File: config.mk
export PLATFORM = sky130hd
export DESIGN_NAME = charmap_scroll
export DESIGN_NICKNAME = d
export VERILOG_FILES = /design/src/rtl/charmap_scroll.sv
export SDC_FILE = /design/constraint.sdc
export NUM_CORES = 1
export LEC_CHECK = 0
export ABC_AREA = 1
export ABC_CLOCK_PERIOD_IN_PS = 2250
export CORE_ASPECT_RATIO = 2
export CORE_MARGIN = 4
export CORE_UTILIZATION = 50
export DETAILED_ROUTE_END_ITERATION = 16
export PLACE_DENSITY = 0.89
export SETUP_SLACK_MARGIN = 0.02
export SKIP_LAST_GASP = 1
export SYNTH_ARGS = -nofsm -noshare
export SYNTH_HDL_FRONTEND = slang
export SYNTH_SLANG_ARGS = --single-unit
File: constraint.sdc
create_clock -name clk -period 2.25 [get_ports clk]
set_input_delay 0.225 -clock clk [delete_from_list [all_inputs] [get_ports clk]]
set_output_delay 0.225 -clock clk [all_outputs]
set_load 0.005 [all_outputs]
File: src/rtl/charmap_scroll.sv
// ---------------------------------------------------------------------------
// charmap_scroll
//
// Pipelined character-map renderer with wrapping per-pixel hardware scroll.
// Raster counters are offset by the active scroll registers, turned into a
// tile-map read, then a glyph-ROM read, then a palette read, and finally
// registered onto the colour outputs. A display-enable flag travels through
// the pipeline alongside each pixel.
//
// Optional feature (compile-time macro CHARMAP_FADE_EN):
//   adds a 4-bit 'fade' input and a final scaling stage,
//   c_out = (c * fade) >> 4, with fade = 4'hF passing c unchanged.
//   Pixel latency grows from 4 to 5 ce_pix pulses.
//
// Ports:
//   clk                      pixel-domain clock
//   reset                    asynchronous, active-low reset
//   ce_pix                   pixel clock enable; pipeline advances when 1
//   hcnt, vcnt               raster x / y
//   de                       display enable aligned with hcnt/vcnt
//   vblank                   vertical blank; rising edge latches scroll
//   scroll_x, scroll_y       requested pixel offsets
//   fade                     (CHARMAP_FADE_EN only) brightness, 4'hF = full
//   chmap_data_out           glyph index read from chram
//   fgcolram_data_out        foreground palette index
//   bgcolram_data_out        background palette index
//   chrom_data_out           glyph row bits, MSB = leftmost pixel
//   charpaletteram_data_out  palette entry {b,g,r}
//   chram_addr               {row,col}, shared by chram and both colour RAMs
//   chrom_addr               {glyph,row}
//   charpaletteram_addr_rd   palette read address
//   r, g, b, a               pixel colour and opacity
//   de_out                   display enable aligned with r/g/b/a
//
// All memories are expected to have exactly one clk of read latency; the
// addresses driven here are held between ce_pix pulses.
// ---------------------------------------------------------------------------
module charmap_scroll #(
    parameter int          CHAR_W_LOG2    = 3,
    parameter int          CHAR_H_LOG2    = 3,
    parameter int          MAP_COLS_LOG2  = 6,
    parameter int          MAP_ROWS_LOG2  = 6,
    parameter int          GLYPHS_LOG2    = 8,
    parameter int          CNT_W          = 9,
    parameter logic [7:0]  TRANSPARENT_BG = 8'hC7
) (
    input  logic                                   clk,
    input  logic                                   reset,
    input  logic                                   ce_pix,
    input  logic [CNT_W-1:0]                       hcnt,
    input  logic [CNT_W-1:0]                       vcnt,
    input  logic                                   de,
    input  logic                                   vblank,
    input  logic [CNT_W-1:0]                       scroll_x,
    input  logic [CNT_W-1:0]                       scroll_y,
`ifdef CHARMAP_FADE_EN
    input  logic [3:0]                             fade,
`endif
    input  logic [GLYPHS_LOG2-1:0]                 chmap_data_out,
    input  logic [7:0]                             fgcolram_data_out,
    input  logic [7:0]                             bgcolram_data_out,
    input  logic [(1<<CHAR_W_LOG2)-1:0]            chrom_data_out,
    input  logic [23:0]                            charpaletteram_data_out,
    output logic [MAP_ROWS_LOG2+MAP_COLS_LOG2-1:0] chram_addr,
    output logic [GLYPHS_LOG2+CHAR_H_LOG2-1:0]     chrom_addr,
    output logic [7:0]                             charpaletteram_addr_rd,
    output logic [7:0]                             r,
    output logic [7:0]                             g,
    output logic [7:0]                             b,
    output logic                                   a,
    output logic                                   de_out
);

    // Scrolled coordinate widths: one full tile map in pixels.
    localparam int SX_W = MAP_COLS_LOG2 + CHAR_W_LOG2;
    localparam int SY_W = MAP_ROWS_LOG2 + CHAR_H_LOG2;

    localparam logic [CHAR_W_LOG2-1:0] BIT_MSB = '1;

    // -----------------------------------------------------------------------
    // Scroll latch: captured on the vblank rising edge, regardless of ce_pix
    // -----------------------------------------------------------------------
    logic             vblank_d;
    logic [CNT_W-1:0] scroll_x_act;
    logic [CNT_W-1:0] scroll_y_act;

    always_ff @(posedge clk or negedge reset) begin
        if (!reset) begin
            vblank_d     <= 1'b0;
            scroll_x_act <= '0;
            scroll_y_act <= '0;
        end else begin
            vblank_d <= vblank;
            if (vblank && !vblank_d) begin
                scroll_x_act <= scroll_x;
                scroll_y_act <= scroll_y;
            end
        end
    end

    // -----------------------------------------------------------------------
    // Coordinate arithmetic
    // The sum is taken directly at the map width: dropping the carry of a
    // wider sum and then truncating gives the same wrapped result.
    // -----------------------------------------------------------------------
    logic [SX_W-1:0]        sx;
    logic [SY_W-1:0]        sy;
    logic [CHAR_W_LOG2-1:0] bit_sel_c;

    always_comb begin
        sx        = SX_W'(hcnt) + SX_W'(scroll_x_act);
        sy        = SY_W'(vcnt) + SY_W'(scroll_y_act);
        // MSB of the glyph row is the leftmost pixel, so column 0 -> top bit.
        bit_sel_c = BIT_MSB - sx[CHAR_W_LOG2-1:0];
    end

    // -----------------------------------------------------------------------
    // Pipeline stages S0..S3
    // -----------------------------------------------------------------------
    logic [CHAR_W_LOG2-1:0] bit_sel_0;
    logic [CHAR_H_LOG2-1:0] gr_0;
    logic                   de_0;

    logic [7:0]             fg_1;
    logic [7:0]             bg_1;
    logic [CHAR_W_LOG2-1:0] bit_sel_1;
    logic                   de_1;

    logic                   char_a;
    logic                   a_2;
    logic                   de_2;

    always_comb begin
        char_a = chrom_data_out[bit_sel_1];
    end

    always_ff @(posedge clk or negedge reset) begin
        if (!reset) begin
            chram_addr             <= '0;
            bit_sel_0              <= '0;
            gr_0                   <= '0;
            de_0                   <= 1'b0;
            chrom_addr             <= '0;
            fg_1                   <= '0;
            bg_1                   <= '0;
            bit_sel_1              <= '0;
            de_1                   <= 1'b0;
            charpaletteram_addr_rd <= '0;
            a_2                    <= 1'b0;
            de_2                   <= 1'b0;
        end else if (ce_pix) begin
            // S0: tile-map address and per-pixel glyph position
            chram_addr <= {sy[SY_W-1:CHAR_H_LOG2], sx[SX_W-1:CHAR_W_LOG2]};
            bit_sel_0  <= bit_sel_c;
            gr_0       <= sy[CHAR_H_LOG2-1:0];
            de_0       <= de;

            // S1: glyph-ROM address, colour indices captured
            chrom_addr <= {chmap_data_out, gr_0};
            fg_1       <= fgcolram_data_out;
            bg_1       <= bgcolram_data_out;
            bit_sel_1  <= bit_sel_0;
            de_1       <= de_0;

            // S2: pick foreground/background palette entry
            charpaletteram_addr_rd <= char_a ? fg_1 : bg_1;
            a_2                    <= char_a | (bg_1 != TRANSPARENT_BG);
            de_2                   <= de_1;
        end
    end

`ifdef CHARMAP_FADE_EN
    // -----------------------------------------------------------------------
    // S3 holds the palette colour and the fade level; S4 scales and drives
    // the outputs.
    // -----------------------------------------------------------------------
    logic [7:0] r_3;
    logic [7:0] g_3;
    logic [7:0] b_3;
    logic       a_3;
    logic       de_3;
    logic [3:0] fade_3;

    function automatic logic [7:0] fade_ch(input logic [7:0] c,
                                           input logic [3:0] f);
        logic [11:0] p;
        p = {4'b0000, c} * {8'h00, f};
        return (f == 4'hF) ? c : 8'(p >> 4);
    endfunction

    always_ff @(posedge clk or negedge reset) begin
        if (!reset) begin
            r_3    <= '0;
            g_3    <= '0;
            b_3    <= '0;
            a_3    <= 1'b0;
            de_3   <= 1'b0;
            fade_3 <= '0;
            r      <= '0;
            g      <= '0;
            b      <= '0;
            a      <= 1'b0;
            de_out <= 1'b0;
        end else if (ce_pix) begin
            r_3    <= charpaletteram_data_out[7:0];
            g_3    <= charpaletteram_data_out[15:8];
            b_3    <= charpaletteram_data_out[23:16];
            a_3    <= a_2;
            de_3   <= de_2;
            fade_3 <= fade;

            r      <= fade_ch(r_3, fade_3);
            g      <= fade_ch(g_3, fade_3);
            b      <= fade_ch(b_3, fade_3);
            a      <= a_3;
            de_out <= de_3;
        end
    end
`else
    // -----------------------------------------------------------------------
    // S3: palette colour straight to the outputs
    // -----------------------------------------------------------------------
    always_ff @(posedge clk or negedge reset) begin
        if (!reset) begin
            r      <= '0;
            g      <= '0;
            b      <= '0;
            a      <= 1'b0;
            de_out <= 1'b0;
        end else if (ce_pix) begin
            r      <= charpaletteram_data_out[7:0];
            g      <= charpaletteram_data_out[15:8];
            b      <= charpaletteram_data_out[23:16];
            a      <= a_2;
            de_out <= de_2;
        end
    end
`endif

endmodule
==> results.md <==
* Avg WL per Cell at 14.8 um
* Register area at 2630 um^2
* Tcrit/Tclk final at 0.749
* Worst-margin pin slew at approximately 0.58 ns
* Largest net degree at the start of global routing at 106
* Hold Vio Cnt, Final at 0
* Share of the synthesized area in the top cell type at 0.540
* Setup_tns at 0 ns
* Drt pass-1 iters at 4
* GR peak layer: met2
* Starting Density at 0.515
* Leakage at 3.35 nW
* Antenna Cells at 0
* I/O Buffers at roughly 150
* Fillers at 689
* Synthesized cell area at 4870 um^2
* Sw frac at 0.283
* Final count of negative-setup-slack endpoints at 0
* Clock power share at 0.310
* Post-synthesis sequential area ratio at 0.540
* Share of post-route cells with drive strength above 1 at 0.0505
* Yosys top cell by area: dfrtp_1
* Top cells by area, synth: dfrtp_1 54%, nand2_1 18%, ha_1 4.1%, mux2_1 3.9%, nand3_1 3.8%
* First-pass GRT wire length at 20.8 mm
* Overflow after GRT at 0
* Met2 Usage GRT at 0.423
* CTS Buffer Depth at 2
* Worst slew margin at 0.616
* Sequential Power Share at 0.425
* Ys Warns at 0
* RSZ-0062 raised after global routing: no
* Number of I/O pins at 154
* DR DRC count at 0
* Die span in y at about 150 um
* Setup bufs post-CTS at 0
* Final Util at 0.726
* CP max FO at 3
* Yosys reg bits at 105
* Vias per std cell at roughly 5
* Routed wire length at between 10 and 15 mm
* Die area at 11500 um^2
* Cell count of the worst reg-to-reg path at 9
* Worst-Skew Late Latency at 0.34 ns
* HPWL Detailed at around 9.2 mm
* Final nets at 823
* Startpoint type of the worst setup path: flip-flop
* M1 GR Usage at 0.247
* DRT iter0 DRCs at roughly 200
* Slew Viols, Final at 0
* Avg Inst Size Synth at 8.72 um^2
* Clk slew on worst S/H paths at 0.07 ns
* Commonest non-fill, non-tap cells in the layout: 232 x nand2_1, 151 x clkdlybuf4s50_1, 105 x dfrtp_1
* Crit end category: flip-flop
* Core area at approximately 9400 um^2
* Initial antenna violation count at 0
* Syn nets at 673
* Switching power at 1.56 mW
* Worst Skew at 0.0111 ns
* Post-layout min period at around 1.7 ns
* CP Class: flip-flop to flip-flop
* Pre-CTS WS at roughly 0.23 ns
* Num rows at 50
* Power per cell area at 802 nW/um^2
* GR Util All Layers at 0.229
* Die width at 77.8 um
* Worst hold path type: input port to flip-flop
* Combinational share of power at 0.265
* DR vias at 4197
* Maxcap violations at 0
* Arrival @ worst endpoint at 1.92 ns
* CTS H-Tree Depth at 3
* Crit path cell chain: ha_1 > inv_1 > fa_1 > o21ai_2 > nand2_1 > nand2_1 > nand2_1 > nand3_1 > nand2_1
* Commonest non-fill, non-tap cell in the layout: nand2_1
* FMAX at ~590 MHz
* Status: completed
* Maximum VDD drop at approximately 0.0007 V
* CP max stage delay at between 0.4 and 0.5 ns
* CTS tree: built
* Hold depth at 3
* Int Power at 3.95 mW
* Num Clock Sinks at roughly 110
* CP max stage cell: fa_1
* Worst Path Required at about 2.5 ns
* Post-DRT Antenna Nets at 0
* GRT met3 Usage at 0.0335
* Count of cell types in the netlist at 28
* Most Frequent Cell on Critical Path: nand2_1
* Root Buffer Master: clkbuf_16
* Vias in the first global route at 4455
* Cells after Synth at between 500 and 600
* P&R area growth vs syn at 41.0%
* Multi-input gate area at 1940 um^2
* GP Congestion at 0.929
* TritonCTS buffer count at 9
* Post-route setup slack at 0.565 ns
==> logic make-up (layout without fill, tap and decap cells) <==
family | count (synthesis) | in the layout | synth area share
simple gates | 291 | 291 | 0.249
xor+xnor | 7 | 7 | 0.0126
buf+inv | 76 | 231 | 0.0617
mux | 17 | 17 | 0.0393
flops | 105 | 105 | 0.540
compound gates | 44 | 44 | 0.0478
fa+ha+maj | 18 | 18 | 0.0494
==> flip-flops by register name, summed over array words and instances (netlist names), 8 cells and up <==
name and cells:
g 8, chrom_addr 11, charpaletteram_addr_rd 8, chram_addr 12
fg_1 8, b 8, r 8, scroll_y_act 9
scroll_x_act 9, bg_1 8
==> power groups by stage <==
stage               logic (mW)  registers [mW]  clock network (mW)
floorplan                0.701            2.36                   0
global placement          1.41            2.36                   0
detailed placement        1.46            2.38                   0
CTS                       1.47            2.34                1.73
global route              1.63            2.37                1.80
finish                    1.46            2.34                1.70
==> layer usage <==
layer / part of all wire / up-vias
met3: 0.036 / 35
li1: - / 2050
met1: 0.36 / 1985
met2: 0.56 / 127
met5: 0 / -
met4: 0.042 / 0
==> through the flow <==
stage | instances | hold slack [ns] | instance area (um^2) | total power [mW]
2_1_floorplan | 558 | -0.0706 | 4870 | 3.06
3_3_place_gp | 826 | 0.330 | 6520 | 3.77
3_5_place_dp | 826 | 0.333 | 6520 | 3.83
4_1_cts | 843 | 0.300 | 6860 | 5.54
5_1_grt | 843 | 0.317 | 6860 | 5.81
6_report | 843 | 0.311 | 6860 | 5.50
==> timing repair <==
item,4_1_cts,5_1_grt
hold endpoints to repair,105,0
setup endpoints to repair,0,0
resized for setup,0,0
hold buffers,1,0
==> critical path: cells and delay by family (launching register included) <==
kind            cells  cell delay (ns)
fa+ha+maj           2             0.60
flops               1             0.38
simple gates        5             0.34
compound gates      1             0.21
buf+inv             1             0.06
==> area by class of cell <==
| type | count | area share |
|---|---|---|
| sequential | 105 | 0.383 |
| multi-input combinational | 377 | 0.282 |
| timing repair buffer | 158 | 0.232 |
| clock buffer | 11 | 0.0354 |
| inverter | 57 | 0.0312 |
| tap | 130 | 0.0237 |
| clock inverter | 5 | 0.0124 |
==> synth_stat cells <==
library cell / n
inv_2: 6
nand3_2: 3
fa_1: 2
nand2_4: 1
o21ai_2: 1
xnor2_1: 5
buf_2: 9
nand3_1: 37
nor2_1: 9
ha_1: 16
nand2_1: 232
o21bai_1: 2
nand4_1: 3
clkinv_1: 6
nand3_4: 2
dfrtp_1: 105
a31oi_1: 1
xor2_1: 2
inv_1: 45
clkbuf_1: 9
o21ai_0: 2
mux2_1: 17
a21oi_1: 6
buf_4: 1
o21ai_1: 30
nand3b_1: 2
nand2_2: 2
o22ai_1: 2
==> final timing paths <==
check,from,to,slack (ns)
max in group asynchronous,reset,bit_sel_1[1]$_DFFE_PN0P_,1.33
setup reg to reg,scroll_x_act[0]$_DFFE_PN0P_,chram_addr[3]$_DFFE_PN0P_,0.57
min in group asynchronous,reset,b[0]$_DFFE_PN0P_,0.44
setup / recovery,scroll_x_act[0]$_DFFE_PN0P_,chram_addr[3]$_DFFE_PN0P_,0.57
hold reg to reg,r[6]$_DFFE_PN0P_,r[6]$_DFFE_PN0P_,0.47
hold / removal,ce_pix,chrom_addr[7]$_DFFE_PN0P_,0.31
Note: power is estimated with default switching activity, not from simulation.
